==> src/rtl/types_pkg.sv <==
// Shared memory-path types: data bus width, access-size encoding and the arbiter states.
package types_pkg;

    localparam int DATA_BUS = 32;

    typedef logic [1:0] byte_format;

    localparam byte_format BYTE_BYTE = 2'b00;
    localparam byte_format BYTE_HALF = 2'b01;
    localparam byte_format BYTE_WORD = 2'b10;

    typedef enum logic {
        ARB_CPU,
        ARB_HOST
    } arb_state_t;

endpackage

==> src/rtl/sat_counter.sv <==
// Up-counter with synchronous clear that holds once it reaches MAX.
module sat_counter #(
    parameter int MAX = 4,
    parameter int W   = $clog2(MAX + 1)
) (
    input  logic         clk,
    input  logic         rst,
    input  logic         clr,
    input  logic         inc,
    output logic [W-1:0] cnt
);

    localparam logic [W-1:0] MAX_V = W'(MAX);

    logic [W-1:0] cnt_q, cnt_d;

    // Clear wins over increment.
    always_comb begin
        cnt_d = cnt_q;
        if (clr)
            cnt_d = '0;
        else if (inc && (cnt_q != MAX_V))
            cnt_d = cnt_q + 1'b1;
    end

    always_ff @(posedge clk) begin
        if (rst)
            cnt_q <= '0;
        else
            cnt_q <= cnt_d;
    end

    assign cnt = cnt_q;

endmodule

==> src/rtl/dmem_arbiter.sv <==
// Data-memory port arbiter: CPU has default priority, the host is forced through after
// MAX_WAIT denied cycles and may then hold the port for a locked burst of up to MAX_BURST beats.
module dmem_arbiter
    import types_pkg::*;
#(
    parameter int MAX_WAIT  = 4,
    parameter int MAX_BURST = 8
) (
    input  logic                clk,
    input  logic                rst,
    input  logic                cpu_req,
    input  logic                cpu_we,
    input  logic [DATA_BUS-1:0] cpu_addr,
    input  logic [DATA_BUS-1:0] cpu_wdata,
    input  byte_format          cpu_bsel,
    input  logic                cpu_sext,
    output logic [DATA_BUS-1:0] cpu_rdata,
    output logic                cpu_stall,
    input  logic                host_req,
    input  logic                host_lock,
    input  logic                host_we,
    input  logic [DATA_BUS-1:0] host_addr,
    input  logic [DATA_BUS-1:0] host_wdata,
    output logic                host_gnt,
    output logic [DATA_BUS-1:0] host_rdata,
    output logic                host_rvalid,
    output logic [DATA_BUS-1:0] mem_a,
    output logic [DATA_BUS-1:0] mem_wd,
    output logic                mem_we,
    output byte_format          mem_bsel,
    output logic                mem_sext,
    input  logic [DATA_BUS-1:0] mem_rd
);

    localparam int WW = $clog2(MAX_WAIT + 1);
    localparam int BW = $clog2(MAX_BURST + 1);
    localparam logic [WW-1:0] WAIT_MAX   = WW'(MAX_WAIT);
    // burst_cnt counts beats already granted, so the beat seen at MAX_BURST-1 is the last one.
    localparam logic [BW-1:0] BURST_LAST = BW'(MAX_BURST - 1);
    localparam bit            CAN_LOCK   = (MAX_BURST > 1);

    arb_state_t          state_q, state_d;
    logic [WW-1:0]       wait_cnt;
    logic [BW-1:0]       burst_cnt;
    logic                wait_clr, wait_inc;
    logic                burst_clr, burst_inc;
    logic [DATA_BUS-1:0] host_rdata_q, host_rdata_d;
    logic                host_rvalid_q, host_rvalid_d;

    sat_counter #(.MAX(MAX_WAIT), .W(WW)) u_wait_cnt (
        .clk (clk),
        .rst (rst),
        .clr (wait_clr),
        .inc (wait_inc),
        .cnt (wait_cnt)
    );

    sat_counter #(.MAX(MAX_BURST), .W(BW)) u_burst_cnt (
        .clk (clk),
        .rst (rst),
        .clr (burst_clr),
        .inc (burst_inc),
        .cnt (burst_cnt)
    );

    always_comb begin
        state_d   = state_q;
        host_gnt  = 1'b0;
        wait_clr  = 1'b1;
        wait_inc  = 1'b0;
        burst_clr = 1'b1;
        burst_inc = 1'b0;
        case (state_q)
            ARB_CPU: begin
                host_gnt = host_req & (~cpu_req | (wait_cnt == WAIT_MAX));
                wait_inc = host_req & ~host_gnt;
                wait_clr = ~wait_inc;
                if (host_gnt && host_lock && CAN_LOCK) begin
                    state_d   = ARB_HOST;
                    burst_clr = 1'b0;
                    burst_inc = 1'b1;
                end
            end
            ARB_HOST: begin
                host_gnt = host_req;
                if (!host_req || !host_lock || (burst_cnt == BURST_LAST)) begin
                    state_d = ARB_CPU;
                end else begin
                    burst_clr = 1'b0;
                    burst_inc = 1'b1;
                end
            end
            default: state_d = ARB_CPU;
        endcase
    end

    // With no owner the CPU fields still drive the port; only the write enable is gated.
    always_comb begin
        mem_a     = host_gnt ? host_addr  : cpu_addr;
        mem_wd    = host_gnt ? host_wdata : cpu_wdata;
        mem_we    = host_gnt ? host_we    : (cpu_req & cpu_we);
        mem_bsel  = host_gnt ? BYTE_WORD  : cpu_bsel;
        mem_sext  = host_gnt ? 1'b0       : cpu_sext;
        cpu_rdata = mem_rd;
        cpu_stall = cpu_req & host_gnt;
    end

    always_comb begin
        host_rdata_d  = host_rdata_q;
        host_rvalid_d = 1'b0;
        if (host_gnt && !host_we) begin
            host_rdata_d  = mem_rd;
            host_rvalid_d = 1'b1;
        end
    end

    always_ff @(posedge clk) begin
        if (rst) begin
            state_q       <= ARB_CPU;
            host_rdata_q  <= '0;
            host_rvalid_q <= 1'b0;
        end else begin
            state_q       <= state_d;
            host_rdata_q  <= host_rdata_d;
            host_rvalid_q <= host_rvalid_d;
        end
    end

    assign host_rdata  = host_rdata_q;
    assign host_rvalid = host_rvalid_q;

endmodule

==> config.mk <==
export PLATFORM = sky130hd
export DESIGN_NAME = dmem_arbiter
export DESIGN_NICKNAME = d
export VERILOG_FILES = /design/src/rtl/types_pkg.sv /design/src/rtl/sat_counter.sv /design/src/rtl/dmem_arbiter.sv
export SDC_FILE = /design/constraint.sdc
export NUM_CORES = 1
export LEC_CHECK = 0
export CORE_MARGIN = 4
export CORE_UTILIZATION = 25
export DETAILED_ROUTE_END_ITERATION = 10
export GPL_TIMING_DRIVEN = 0
export PLACE_DENSITY_LB_ADDON = 0.25
export SETUP_SLACK_MARGIN = 0.05
export SLEW_MARGIN = 10
export SYNTH_ARGS = -nofsm -noshare
export SYNTH_HDL_FRONTEND = slang
export SYNTH_HIERARCHICAL = 1
export SYNTH_SLANG_ARGS = --single-unit
==> constraint.sdc <==
create_clock -name clk -period 2.29 [get_ports clk]
set_input_delay 0.5725 -clock clk [delete_from_list [all_inputs] [get_ports clk]]
set_output_delay 0.5725 -clock clk [all_outputs]
set_load 0.05 [all_outputs]
## Word level (Yosys, flattened, before mapping)

Cells that the tools add are included.

- Bits in registers: 41
- Word-level logic and storage cells: 46
- Output and inout bits: 135
- Input bits: 170

- Multiplexer cells: 15
- Reductions and logical operators: 11
- Bitwise logic cells: 9
- Eq/ne operators: 4
- $add $sub $neg: 2

Operator list:

| operator | count |
|---|---|
| two-way mux 32 bit | 2 |
| two-way mux 1 bit | 9 |
| case mux 1 bit (2 select lines) | 3 |
| adder 4 x 1 -> 4 bit (second input constant) | 1 |
| bitwise AND 1 bit | 4 |
| == test 4 x 3 -> 1 bit (second input constant) | 1 |
| logical AND 1 bit | 4 |
| != test 4 bit (second input constant) | 1 |
| NOT 1 bit | 4 |
| OR reduction 2 bit | 2 |
| adder 3 x 1 -> 3 bit (second input constant) | 1 |
| == test 3 bit (second input constant) | 1 |
| zero test 1 bit | 3 |
| != test 3 bit (second input constant) | 1 |
| logical OR 1 bit | 2 |
| two-way mux 2 bit | 1 |
| bitwise OR 1 bit | 1 |

## Logic depth before layout (Yosys ltp)

- Word-level depth: 8
- Depth in mapped cells: 8
- Mapped depth without buffers: 6

## Hierarchy

Netlist, hierarchy kept.

By module, submodules not included:

| module | seq. area each (µm²) | area each (µm²) | times used | cells each |
|---|---|---|---|---|
| dmem_arbiter | 680.7 | 2841.5 | 1 | 268 |
| sat_counter at u_burst_cnt | 80.1 | 203.9 | 1 | 24 |
| sat_counter at u_wait_cnt | 60.1 | 188.9 | 1 | 17 |

## Worst setup path before layout

OpenSTA, ideal clock, no wires.

- Path kind: input -> output
- Start: input port cpu_req
- End: output port mem_we
- Buffers on the path: 2
- Data arrival time: 2.077 ns
- Data required time: 1.717 ns
- Slack: -0.359 ns
- Stages: 5
- Cells stage by stage: nand2b_1 -> o21ai_1 -> buf_6 -> buf_2 -> mux2i_1

- Word-level cells in the longest chain between the ends: 5
- Elaborated cells on any way between the ends: 6
- Classes of those cells: mux: 2; bitwise: 4

RTL lines:

| element | line | source |
|---|---|---|
| start, declared | dmem_arbiter.sv:11 | `input logic cpu_req,` |
| NOT 1 bit | dmem_arbiter.sv:75 | `host_gnt = host_req & (~cpu_req \| (wait_cnt == WAIT_MAX));` |
| bitwise OR 1 bit | dmem_arbiter.sv:75 |  |
| bitwise AND 1 bit | dmem_arbiter.sv:75 |  |
| case mux 1 bit (2 select lines) | dmem_arbiter.sv:73 | `case (state_q)` |
| two-way mux 1 bit (*) | dmem_arbiter.sv:101 | `mem_we = host_gnt ? host_we : (cpu_req & cpu_we);` |
| end, declared | dmem_arbiter.sv:29 | `output logic mem_we,` |

Mark *: on every way between the ends. The rest lies on a longest branch, timed or not.

## Final worst setup path

- Start: register u_wait_cnt.cnt_q[0], in the netlist u_wait_cnt/cnt[0]
- End: output port mem_wd[11]

- Word-level cells in the longest chain between the ends: 5

RTL lines:

| element | line | source |
|---|---|---|
| start, declared | sat_counter.sv:15 | `logic [W-1:0] cnt_q, cnt_d;` |
| start signal, assigned | sat_counter.sv:30 | `cnt_q <= cnt_d;` |
| == test 3 bit | dmem_arbiter.sv:75 |  |
| bitwise OR 1 bit | dmem_arbiter.sv:75 |  |
| bitwise AND 1 bit | dmem_arbiter.sv:75 |  |
| case mux 1 bit (2 select lines) | dmem_arbiter.sv:73 |  |
| two-way mux 32 bit | dmem_arbiter.sv:100 | `mem_wd = host_gnt ? host_wdata : cpu_wdata;` |
| end, declared | dmem_arbiter.sv:28 | `output logic [DATA_BUS-1:0] mem_wd,` |

Every way passes these cells.

==> run metrics <==
synth warn=6; GR Overflow Total=0; setup violators final=65; io pins=305; clk sink count=41; CP required=1.72 ns; n_diodes=0; global-route usage over all layers=0.189; slew at the pin with the worst max-slew slack=0.598 ns; placed insts=785; average wire per standard cell=18.5 µm; grt met3 use=0.0678; RSZ-0062 raised after global routing=yes; global-route wire length before repair=21.5 mm; DR iter-0 viols=77; Final nets=805; failing checks=setup timing; Net Sw Frac=0.357; clock skew=0.00505 ns; crit end category=output pin; fin cells=804; top post-synthesis cells by area=dfxtp_1, mux2_4, nand2b_1, mux2i_1, buf_4; Primary FF master, synth=dfxtp_1; RD Place Congestion=0.829; Max clock buf depth=2; internal power=2.06 mW; Min Clock Period, post-route=2.42 ns; Placed Area=0.00651 mm²; Clock Latency Late Sink=0.28 ns; first drt pass iteration count=4; Fmax=414 MHz; Post-CTS Hold Buffers=0; NetSw=1.14 mW; Fin Setup TNS=-3.56 ns; Synth cell types=31; total CTS buffers=5; die width=122 µm; Syn Inst Count=309; Rel. slew slack=0.600; Worst-path clk slew=0.06 ns; clock share of power=0.258; # port buffers=304; status=finished with violations; period utilisation layout=1.05; Rows=41; met1 usage=0.220; die area=0.0148 mm²; register share of total power=0.234; met2 Resource Use GR=0.333; core area=0.0126 mm²; Post-Syn Area per Cell=10.5 µm²; critical path class=flop to output pin; Final Max Tran Viols=0; Area Growth Syn to Fin=115%; Max Cap Viol=0; commonest cells in the netlist=nand2b_1, mux2_4, dfxtp_1; hold crit path type=flop to flop; vias in the first global route=3744; routed wire length=14.8 mm; setup slack after layout=-0.125 ns; H-tree depth=2; Pleak=3.01 nW; Netlist Area Pre-Place=0.00323 mm²; final hold violations=0; CP startpoint kind=flop; DP Wirelength=12.4 mm; Post-route DRC=0; maximum VDD drop=0.404 mV; ANT nets after route=0; CTS tree=yes; via-per-instance ratio=4.23; design area=0.00694 mm²; leading area contributor after synthesis=dfxtp_1; top-area cell type share of the netlist area=0.254; power density cells=461 mW/mm²; clock root buffer master=clkbuf_16; Vias=3402; CP Data Arrival Time=1.84 ns; number of synthesized flops with an enable pin=0; die height=122 µm; Starting Density=0.256; syn_nets=483; #FFs+latches synth=41; grt peak-use layer=met2; share of cells above drive strength 1=0.377; number of antenna violations at the first check in global routing=1; Async S/R FF share, synth=0; top-count cell post-synth=nand2b_1; post-synthesis sequential area ratio=0.254; Util after Layout=0.550; Comb pwr share=0.508; largest net degree at the start of global routing=14; CP max FO=5
==> layer usage <==
layer	vias to the layer above	part of all wire
li1	1652	-
met1	1565	0.41
met2	169	0.48
met3	14	0.099
met4	2	0.014
met5	-	0.00088
==> state kept, by name (all words and copies together), names as in the netlist <==
| signal | flops |
|---|---|
| host_rvalid | 1 |
| state_q | 1 |
| host_rdata | 32 |
| u_burst_cnt/cnt | 4 |
| u_wait_cnt/cnt | 3 |
==> what timing repair did <==
item                                    CTS  global route
pin swaps                                 1             2
endpoints found under the setup margin  102            88
setup buffers                             8             3
resized for setup                       590            29
cloned                                    3             0
==> critical path, cell delays in order, from the launching register on <==
cell and delay, ns:
dfxtp_4 0.35, nor3b_4 0.25, o21ai_4 0.10, buf_8 0.15
buf_12 0.13, buf_12 0.13, mux2_4 0.30, buf_6 0.16
==> stage by stage <==
stage | power (mW) | hold slack (ns) | worst slack, ns
floorplan | 1.66 | 0.470 | 0.0299
global placement | 2.30 | 0.458 | -1.24
detailed placement | 2.31 | 0.468 | -1.25
CTS | 3.24 | 0.480 | -0.168
global route | 3.31 | 0.494 | -0.179
finish | 3.20 | 0.476 | -0.125
==> power by group through the flow <==
stage | combinational, mW | sequential (mW) | clock (mW)
detailed placement | 1.55 | 0.764 | 0
CTS | 1.64 | 0.749 | 0.850
floorplan | 0.819 | 0.838 | 0
finish | 1.63 | 0.747 | 0.825
global placement | 1.54 | 0.762 | 0
global route | 1.69 | 0.749 | 0.877
==> cells by family (layout without fill, tap and decap cells) <==
| group | count (synthesis) | in the layout | synth area share |
|---|---|---|---|
| AND/OR/NAND/NOR | 95 | 95 | 0.180 |
| XOR/XNOR | 1 | 1 | 0.00271 |
| AO/OA/AOI/OAI | 7 | 7 | 0.0151 |
| multiplexers | 101 | 101 | 0.398 |
| flip-flops | 41 | 41 | 0.254 |
| buffers and inverters | 60 | 383 | 0.135 |
| adder cells (fa/ha/maj) | 4 | 4 | 0.0155 |
==> worst paths after layout <==
kind / start / endpoint / slack (ns) / cells after the start
setup reg to reg: u_wait_cnt/cnt[0] / u_burst_cnt/cnt[2] / 0.42 / 8
hold / removal: host_rdata[12] / host_rdata[12] / 0.48 / 2
hold reg to reg: host_rdata[12] / host_rdata[12] / 0.48 / 2
setup / recovery: u_wait_cnt/cnt[0] / mem_wd[11] / -0.13 / 7
==> area by class of cell <==
| type | count | area, µm² |
|---|---|---|
| repair buffers | 317 | 3250 |
| multi-input cells | 208 | 2030 |
| plain buffers | 49 | 405 |
| fillers | 1144 | 5680 |
| clock inverters | 2 | 37.5 |
| well taps | 172 | 215 |
| inverters | 9 | 33.8 |
| flip-flops and latches | 41 | 828 |
| clock buffers | 6 | 139 |
==> placed cells by master, fill, tap and decap left out, types with 6 or more instances in the layout <==
master and instances:
inv_1 9, clkdlybuf4s15_1 6, mux2_4 56, clkbuf_1 6, clkdlybuf4s15_2 9, clkbuf_2 18
buf_8 8, clkdlybuf4s50_1 200, mux2i_1 34, buf_6 65, nand2b_1 66, buf_12 8
nand2_1 8, buf_4 41, mux2_2 10, dfxtp_1 37
Power figures use the tool's default switching activity.
